===== src/rtl/instr_sequencer.sv =====
// instr_sequencer: multi-cycle fetch/decode/commit control for the
// single-cycle GPR/SGPR/flag datapath. Holds the fetched word in ir and
// gives the datapath one commit strobe (exec_en) per instruction.
module instr_sequencer #(
    parameter int ADDR_W     = 8,
    parameter int MUL_LAT    = 2,
    parameter int START_ADDR = 0
) (
    input  logic              clk,
    input  logic              rst_n,
    input  logic              start,
    input  logic              stop,
    output logic              imem_req,
    output logic [ADDR_W-1:0] imem_addr,
    input  logic              imem_ack,
    input  logic [31:0]       imem_rdata,
    output logic [31:0]       ir,
    output logic              exec_en,
    output logic [ADDR_W-1:0] pc,
    output logic              busy,
    output logic              halted,
    output logic              err,
    output logic [15:0]       retired
);
    // The wait counter only ever holds MUL_LAT-1 down to 0.
    localparam int CNT_W = (MUL_LAT > 1) ? $clog2(MUL_LAT) : 1;

    localparam logic [4:0] OP_MUL  = 5'h04;
    localparam logic [4:0] OP_LAST = 5'h0B;  // highest legal datapath op
    localparam logic [4:0] OP_HALT = 5'h1F;

    typedef enum logic [2:0] {
        S_IDLE, S_FETCH, S_DECODE, S_WAIT, S_EXEC, S_HALT
    } state_t;

    state_t           state, state_nxt;
    logic [CNT_W-1:0] wcnt;
    logic             stop_pend;
    logic             launch;     // start accepted this cycle
    logic [4:0]       opcode;
    logic             op_illegal;

    assign opcode     = ir[31:27];
    assign op_illegal = (opcode > OP_LAST) && (opcode != OP_HALT);
    assign imem_addr  = pc;

    // State register.
    always_ff @(posedge clk or negedge rst_n) begin
        if (!rst_n) state <= S_IDLE;
        else        state <= state_nxt;
    end

    // Next-state and per-state strobes.
    always_comb begin
        state_nxt = state;
        launch    = 1'b0;
        imem_req  = 1'b0;
        exec_en   = 1'b0;
        busy      = 1'b0;
        halted    = 1'b0;
        case (state)
            S_IDLE: begin
                if (start) begin
                    launch    = 1'b1;
                    state_nxt = S_FETCH;
                end
            end
            S_FETCH: begin
                busy     = 1'b1;
                imem_req = 1'b1;
                if (imem_ack) state_nxt = S_DECODE;
            end
            S_DECODE: begin
                busy = 1'b1;
                if (opcode == OP_HALT || op_illegal)      state_nxt = S_HALT;
                else if (opcode == OP_MUL && MUL_LAT > 0) state_nxt = S_WAIT;
                else                                      state_nxt = S_EXEC;
            end
            S_WAIT: begin
                busy = 1'b1;
                if (wcnt == '0) state_nxt = S_EXEC;
            end
            S_EXEC: begin
                busy      = 1'b1;
                exec_en   = 1'b1;
                state_nxt = (stop || stop_pend) ? S_IDLE : S_FETCH;
            end
            S_HALT: begin
                halted = 1'b1;
                if (start) begin
                    launch    = 1'b1;
                    state_nxt = S_FETCH;
                end
            end
            default: state_nxt = S_IDLE;
        endcase
    end

    // Instruction register: only the fetch-ack edge writes it, so the
    // datapath sees a stable word from DECODE through EXEC.
    always_ff @(posedge clk or negedge rst_n) begin
        if (!rst_n)                            ir <= '0;
        else if (state == S_FETCH && imem_ack) ir <= imem_rdata;
    end

    // Program counter and retired count; both move on the edge leaving EXEC.
    always_ff @(posedge clk or negedge rst_n) begin
        if (!rst_n) begin
            pc      <= '0;
            retired <= '0;
        end else if (launch) begin
            pc      <= ADDR_W'(START_ADDR);
            retired <= '0;
        end else if (state == S_EXEC) begin
            pc <= pc + 1'b1;
            if (retired != 16'hFFFF) retired <= retired + 16'd1;
        end
    end

    // Error flag, stop request latch and mul wait counter.
    always_ff @(posedge clk or negedge rst_n) begin
        if (!rst_n) begin
            err       <= 1'b0;
            stop_pend <= 1'b0;
            wcnt      <= '0;
        end else begin
            if (launch)                              err <= 1'b0;
            else if (state == S_DECODE && op_illegal) err <= 1'b1;

            if (launch || state == S_EXEC) stop_pend <= 1'b0;
            else if (stop && busy)         stop_pend <= 1'b1;

            if (state == S_DECODE && opcode == OP_MUL && MUL_LAT > 0)
                wcnt <= CNT_W'(MUL_LAT - 1);
            else if (state == S_WAIT && wcnt != '0)
                wcnt <= wcnt - 1'b1;
        end
    end

endmodule


===== config.mk =====
export PLATFORM = sky130hd
export DESIGN_NAME = instr_sequencer
export DESIGN_NICKNAME = d
export VERILOG_FILES = /design/src/rtl/instr_sequencer.sv
export SDC_FILE = /design/constraint.sdc
export NUM_CORES = 1
export LEC_CHECK = 0
export CAP_MARGIN = 30
export CORE_ASPECT_RATIO = 1.25
export CORE_MARGIN = 5
export CORE_UTILIZATION = 44
export DETAILED_ROUTE_END_ITERATION = 6
export HOLD_SLACK_MARGIN = 0.08
export PLACE_DENSITY_LB_ADDON = 0.05
export REMOVE_ABC_BUFFERS = 1
export SYNTH_ARGS = -nofsm -noshare
export SYNTH_HDL_FRONTEND = slang
export SYNTH_SLANG_ARGS = --single-unit

===== constraint.sdc =====
create_clock -name clk -period 2.7 [get_ports clk]
set_clock_uncertainty 0.2 [all_clocks]
set_input_delay 0.54 -clock clk [delete_from_list [all_inputs] [get_ports clk]]
set_output_delay 0.54 -clock clk [all_outputs]
set_load 0.03 [all_outputs]

### Word-level counts from Yosys, hierarchy flattened

Cells that the tools add are included.

| operators by class | value |
|---|---|
| $add $sub $neg | 3 |
| multiply operators | 0 |
| div/mod/pow operators | 0 |
| order comparisons | 1 |
| eq/ne operators | 12 |
| shifts and indexed selects | 0 |
| mux-type cells | 24 |
| bitwise operators | 0 |
| reductions and logical operators | 19 |

Operators by type and width:

| cell | count |
|---|---|
| $mux W16 | 3 |
| $add A16 B1 Y16 const B | 1 |
| $mux W8 | 2 |
| $ne A16 B16 Y1 const B | 1 |
| $mux W3 | 5 |
| $pmux W3 S5 | 1 |
| $mux W1 | 13 |
| $reduce_bool A2 Y1 | 5 |
| $add A8 B1 Y8 const B | 1 |
| $eq A3 B2 Y1 const B | 2 |
| $eq A3 B3 Y1 const B | 2 |
| $logic_and A1 B1 Y1 | 6 |
| $eq A5 B3 Y1 const B | 1 |
| $eq A5 B5 Y1 const B | 1 |
| $gt A5 B4 Y1 const B | 1 |
| $ne A5 B5 Y1 const B | 1 |
| $ne A2 B2 Y1 const B | 2 |
| $reduce_or A4 Y1 | 1 |
| $eq A3 B1 Y1 const B | 1 |
| $logic_not A3 Y1 | 1 |
| $logic_or A1 B1 Y1 | 3 |
| $reduce_and A3 Y1 | 1 |
| $ne A2 B1 Y1 const B | 1 |
| $reduce_and A2 Y1 | 1 |
| 2 further kinds | 2 |

| word-level totals | value |
|---|---|
| register bits after elaboration | 62 |
| bits in latches | 0 |
| memory bits (writable) | 0 |
| memory bits (read-only) | 0 |
| output and inout bits | 69 |
| word-level logic and storage cells | 66 |
| memories | 0 |

### Logic depth before layout (Yosys ltp)

| logic depth | value |
|---|---|
| word-level depth | 6 |
| gate-level depth with buffers | 8 |
| depth with buffers taken out | 7 |

### Worst setup path before layout

Ideal clock, no wire load.

| timing path | value |
|---|---|
| kind | reg-to-reg |
| from | register state[1] |
| to | register ir[0] |
| library setup time | 0.125 ns |
| data arrival time | 2.206 ns |
| required time | 2.375 ns |
| setup slack | 0.169 ns |
| cell stages (with the launch flop) | 7 |
| clock period less this slack | 2.531 ns |
| path through | dfrtp_1 buf_2 nor3_1 and2_1 clkbuf_1 buf_4 mux2_2 |

| between the ends | value |
|---|---|
| longest elaborated chain between the ends | 2 |

RTL lines:

| element | RTL line | RTL |
|---|---|---|
| start, declared | 36 | `state_t state, state_nxt;` |
| start signal, assigned | 50 | `else state <= state_nxt;` |
| $eq A3 B1 Y1 | 103 | `else if (state == S_FETCH && imem_ack) ir <= imem_rdata;` |
| $logic_and A1 B1 Y1 | 103 |  |
| end signal, assigned | 103 |  |
| end, declared | 17 | `output logic [31:0] ir,` |

No other way between the ends.
A chain may end at the register's enable or synchronous reset.

### Worst setup path after layout

| timing path | value |
|---|---|
| from | register state[1] |
| to | output port halted |

| between the ends | value |
|---|---|
| longest elaborated chain between the ends | 2 |

RTL lines:

| element | RTL line | RTL |
|---|---|---|
| $eq A3 B3 Y1 | 61 | `case (state)` |
| $mux W1 | 61 |  |
| end, declared | 21 | `output logic halted,` |

No other way between the ends.

==> results.yml <==
yosys:
  yosys.area_share.simple_pct: 13.3
  synth_top_area_share_pct: 53.9
  muxShareOfSynthArea_pct: 14.0
  yosys.area.top_type: "dfrtp_1"
  synthTopCellsByArea: "dfrtp_1 54%, mux2_2 13%, buf_4 2.9%"
  synthDistinctLibCells: 46
  ys.flop_type: "dfrtp_1"
  ys_seq_area_share_pct: 53.9
  synthCells: 251
  async_flop_share_pct: 100
  synth_top_family_by_area: "multiplexers"
  syn_avg_cell_area_um2: 11.5
  synth_edf_count: 0
  syn_area_um2: 2880
  yosys-top-cells-count: "62 x dfrtp_1, 34 x mux2_2, 20 x nor2_1"
  synth_compound_gate_area_share_pct: 9.04
  ys_ff_latch: 62
  synth_xor_xnor_area_share_pct: 3.65
  synthAdderAreaFrac_pct: 0.869
  yosys_warnings: 0
  yosysMostFrequentCell: "dfrtp_1"
detailed_routing:
  vias_per_cell: 5.12
  routedWlPerCell_um: 14.5
  route.detailed.drc: 0
  drtIter0Drc: 93
  routed_wl_mm: 6.47
  num_vias: 2277
  first_pass_iters: 4
  antenna_left: 0
clock_network:
  cts_max_path_buffers: 2
  cts_tree: "built"
  clock-sinks: 62
  h-tree-depth: 3
  cts_inserted_buffers: 9
  cts_root_buffer: "clkbuf_8"
  clock_latency_ps: 340
  cts.clk_slew.worst_paths_ps: 60
grt:
  grt_max_degree: 38
  grt_pass1_vias: 2265
  grt_pass1_wl_mm: 10.7
  antenna_found_initial: 0
  grt_usage_pct: 16.9
  overflow: 0
power:
  power.internal_mw: 2.76
  power_mw: 4.58
  vdd_drop_max_mv: 0.698
  clockPowerShare_pct: 18.0
  pwr-share-seq_pct: 32.7
  sw_frac_of_total_pct: 39.7
  combinationalPowerShare_pct: 49.3
  p_leak_nw: 1.74
  power_switching_mw: 1.82
  pwr_density_cell_nw_per_um2: 1090
sta:
  final_hold_viol_count: 0
  rsz0062_at_grt: "no"
  finalMaxSlewViolations: 0
  min_period_ps: 2610
  fin_crit_sh_pct: 96.6
  max_freq_mhz: 383
  worstMarginPinSlew_ps: 616
  slew_headroom_pct: 58.9
  setup-violations-final: 0
floorplanning:
  die_h_um: 100
  core_area_um2: 6480
  fp-row-count: 33
  die_x_um: 82.4
  dieArea_um2: 8270
  initial_utilization_pct: 44.4
  ios: 106
flow_run:
  maxCapViolations: 0
cells_and_area:
  fill_cells: 535
  drive_above_1_share_pct: 17.0
  final_net_count: 392
  syn_to_final_growth_pct: 45.2
  antenna_cells: 0
  multi_input_area_um2: 1180
  design_area_um2: 4180
  seqCellArea_um2: 1550
setup_path:
  startpoint_type: "flip-flop"
  cp-end-kind: "primary output"
  critPathKind: "reg2out"
  arrival_ps: 1870
  rrSetupSlack_ps: 470
  crit_fanout: 9
  worst_ep_required_time_ps: 1960
placement:
  place_area_um2: 3970
  place_hpwl_mm: 4.79
  port_buffers: 105
  place.gp.congestion: 0.812
status:
  status: "completed"
min_path:
  hp-class: "reg2reg"
## state kept, by name, indices dropped and copies added, names as in the netlist
signal / cells
imem_addr: 8
wcnt: 1
ir: 32
err: 1
stop_pend: 1
state: 3
retired: 16
## kinds of logic (layout without fill, tap and decap cells)
logic type / count (synthesis) / count (layout)
AO/OA/AOI/OAI: 39 / 39
AND/OR/NAND/NOR: 74 / 74
multiplexers: 36 / 36
XOR/XNOR: 12 / 12
adder cells (fa/ha/maj): 2 / 2
buffers and inverters: 26 / 133
flip-flops: 62 / 62
## path summary, 6_finish.rpt
check | cells past startpoint | from | endpoint
worst max-delay path | 3 | state[1]$_DFFE_PN0P_ | halted
max in group asynchronous | 3 | rst_n | state[2]$_DFFE_PN0P_
worst max register to register | 6 | retired[0]$_DFFE_PN0P_ | retired[9]$_DFFE_PN0P_
worst min register to register | 1 | ir[23]$_DFFE_PN0P_ | ir[23]$_DFFE_PN0P_
worst min-delay path | 1 | ir[23]$_DFFE_PN0P_ | ir[23]$_DFFE_PN0P_
min in group asynchronous | 2 | rst_n | imem_addr[2]$_DFFE_PN0N_
## timing repair
action	4_1_cts	5_1_grt
hold endpoints to repair	25	0
setup endpoints to repair	2	1
buffers inserted	0	0
hold buffers	1	0
gates resized for setup	2	1
cloned	0	0
## final cells by class
cell class / count / area share [%]
clock buffer: 13 / 3.80
clock inverter: 3 / 1.02
timing repair buffer: 111 / 26.8
tap: 87 / 2.60
sequential: 62 / 37.1
inverter: 6 / 0.539
multi-input combinational: 163 / 28.1
## per-layer routing
metal | track usage (%) | up-vias | routed length [µm]
met1 | 19.9 | 1105 | 2530
met3 | 5.57 | 12 | 510
met4 | 8.18 | 0 | 130
met2 | 27.4 | 67 | 3300
met5 | 0 | - | 0
li1 | - | 1093 | -
## critical path, stage by stage, from the launching register on
cell             delay, ps
dfrtp_1                490
inv_1                  170
and3_1                 200
clkdlybuf4s50_1        670
## power groups by stage
| stage | Sequential [mW] | Clock, mW | Combinational, mW |
|---|---|---|---|
| 3_5_place_dp | 1.51 | 0 | 2.29 |
| 4_1_cts | 1.50 | 0.847 | 2.29 |
| 6_report | 1.50 | 0.823 | 2.26 |
| 3_3_place_gp | 1.50 | 0 | 2.27 |
| 2_1_floorplan | 2.05 | 0 | 0.775 |
| 5_1_grt | 1.55 | 0.890 | 2.41 |
## placed cells by master, fill, tap and decap left out, types with 6 or more instances in the layout
| cell type | Yosys | layout |
|---|---|---|
| clkdlybuf4s50_1 | 0 | 102 |
| nand3_1 | 12 | 12 |
| nand2_1 | 13 | 13 |
| mux2_2 | 34 | 34 |
| a21oi_1 | 10 | 10 |
| xnor2_1 | 7 | 7 |
| nor2_1 | 20 | 20 |
| clkbuf_8 | 0 | 11 |
| o21ai_0 | 7 | 7 |
| dfrtp_1 | 62 | 61 |
| nor3_1 | 6 | 6 |
## through the flow
stage / hold WS (ps) / setup slack (ps) / instances / utilization, % / TNS [ps]
after global placement: 289 / 293 / 428 / 61.2 / 0
final: 303 / 90.6 / 445 / 64.5 / 0
after detailed placement: 295 / 266 / 428 / 61.2 / 0
after floorplan: 44.4 / -391 / 231 / - / -12500
after CTS: 310 / 21.4 / 445 / 64.5 / 0
after global routing: 323 / 0.160 / 445 / 64.5 / 0
No activity file was read; power rests on OpenSTA's default activity.
==> RTL change (config.mk and constraints unchanged) <==
Set the parameter `ADDR_W` to 6 (it was 8).
--- a/src/rtl/instr_sequencer.sv
+++ b/src/rtl/instr_sequencer.sv
@@ -3,5 +3,5 @@
 // gives the datapath one commit strobe (exec_en) per instruction.
 module instr_sequencer #(
-    parameter int ADDR_W     = 8,
+    parameter int ADDR_W     = 6,
     parameter int MUL_LAT    = 2,
     parameter int START_ADDR = 0
Interface: changed (resized imem_addr and pc); port bits go from 106 to 102. No check against the original RTL was run, so the function may have changed too.
==> RTL change against the unedited design <==
  * Sequential cell count is 2 lower
  * Critical path depth is 1 higher
  * Total power fell by 4.7%
  * Wire length about the same
  * Area after synthesis is 4.2% lower
  * Setup slack gained 0.019 ns
  * Final area decreased by 2.9%
  * Die area shrank 3.8%
==> RTL change: results <==
metrics = {
    "cells_and_area": {
        "layout.cells.non_filler": 434,
        "regMostFlops": "ir",
        "drive_above_1_share_pct": 17.2,
        "largest_register_ffs": 32,
        "n_antenna_cell": 0,
        "final_nets": 383,
    },
    "synthesis": {
        "ys_top_cells_by_count": "60 x dfrtp_1, 32 x mux2_2, 17 x nand2_1",
        "synthFlopType": "dfrtp_1",
        "syn_avg_cell_area_um2": 11.4,
        "synthTopCellsByArea": "dfrtp_1 54%, mux2_2 13%, nand2_1 2.3%, or4_1 1.9%, a21oi_1 1.8%",
        "synth_cell_type_count": 44,
        "async_flop_share_pct": 100,
        "yosysSeqAreaShare_pct": 54.4,
        "yosys_warnings": 0,
    },
    "detailed_routing": {
        "wl_per_cell_um": 14.9,
        "dr.pass1.iters": 4,
        "drt_iter0_markers": 143,
        "vias": 2216,
    },
    "clock_network": {
        "path_clk_slew_ns": 0.07,
        "cts_max_level": 3,
        "insertion_delay_ns": 0.33,
        "cts_root_buffer": "clkbuf_8",
        "cts_resized": 0,
        "cts_buffers": 9,
        "clockBufferDepth": 2,
    },
    "setup_path": {
        "crit_family": "buffers and inverters",
        "critical_path.max_stage_delay_ns": 0.70,
        "cp_max_fo": 12,
        "crit_slowest_cell": "clkdlybuf4s50_1",
        "critPathArrivalTime_ns": 1.85,
    },
    "global_routing": {
        "grt_usage_pct": 17.5,
        "grt_pass1_wl_um": 11000,
        "grtUsageMet1_pct": 20.7,
        "grt_pass1_vias": 2315,
        "antenna_found_initial": 0,
        "grt_util_met2_pct": 29.1,
        "grt_max_degree": 40,
        "gr-usage-met3_pct": 6.95,
    },
    "placed_design": {
        "hpwlAfterDp_um": 4840,
        "placed_cells": 417,
        "io_buffer_count": 101,
        "gp_congestion": 0.851,
    },
    "status": {
        "outcome": "finished, final reports clean",
    },
    "power_and_ir_drop": {
        "peakVddDrop_v": 0.000830,
        "p_leak_nw": 1.65,
    },
    "sta": {
        "tightest_slew_ns": 0.541,
    },
    "worst_hold_path": {
        "hold_path.class": "flop to flop",
    },
}
==> RTL change: final cells by class <==
| type | count | area (um^2) |
|---|---|---|
| repair buffers | 110 | 1100 |
| fillers | 485 | 2060 |
| well taps | 85 | 106 |
| inverters | 4 | 15.0 |
| clock inverters | 5 | 52.6 |
| clock buffers | 11 | 131 |
| flip-flops and latches | 60 | 1500 |
| multi-input cells | 159 | 1160 |
==> RTL change: power breakdown <==
part           internal [mW]  leakage [nW]  switching [mW]
registers               1.21         0.759           0.193
logic                   1.01         0.798            1.19
clock network          0.422        0.0931           0.327
total                   2.64          1.65            1.71
==> RTL change: path summary, 6_finish.rpt <==
kind                                      start                        to  slack, ns  cells past startpoint
hold / removal                ir[3]$_DFFE_PN0P_         ir[3]$_DFFE_PN0P_       0.31                      1
min in group asynchronous                 rst_n  imem_addr[3]$_DFFE_PN0N_       0.53                      2
max in group asynchronous                 rst_n         ir[8]$_DFFE_PN0P_       1.18                      3
hold reg to reg               ir[3]$_DFFE_PN0P_         ir[3]$_DFFE_PN0P_       0.31                      1
setup / recovery           state[0]$_DFFE_PN0P_                      busy       0.11                      4
setup reg to reg           state[0]$_DFFE_PN0P_   retired[15]$_DFFE_PN0P_       0.33                      4
==> RTL change: metal layers <==
metal  wire (um)  share of wire, %
met1        2670                41
met3         455               7.0
met4          51              0.79
met2        3300                51
met5           0                 0
==> RTL change: logic make-up (layout without fill, tap and decap cells) <==
group	Yosys count	in the layout	synth area share [%]
compound gates	39	39	9.53
flops	60	60	54.4
xor+xnor	7	7	2.22
simple gates	77	77	15.2
mux	34	34	13.8
buf+inv	22	130	3.86
fa+ha+maj	2	2	0.907
==> RTL change: worst reg2reg max path: cells and delay by family, from the launching register on <==
kind             cells  cell delay (ns)
flip-flops           1             0.37
AO/OA/AOI/OAI        1             0.14
AND/OR/NAND/NOR      3             1.58
==> RTL change: metrics by stage <==
step	cell area [um^2]	TNS [ns]	setup WS, ns
5_1_grt	4060	0	0.00971
3_5_place_dp	3870	0	0.347
6_report	4060	0	0.109
2_1_floorplan	2670	-8.73	-0.252
4_1_cts	4060	0	0.0782
3_3_place_gp	3870	0	0.376
==> RTL change: repair_timing <==
| item | 4_1_cts | 5_1_grt |
|---|---|---|
| buffers inserted | 0 | 0 |
| endpoints found under the hold margin | 21 | 0 |
| setup endpoints to repair | 0 | 0 |
| hold buffers | 1 | 0 |
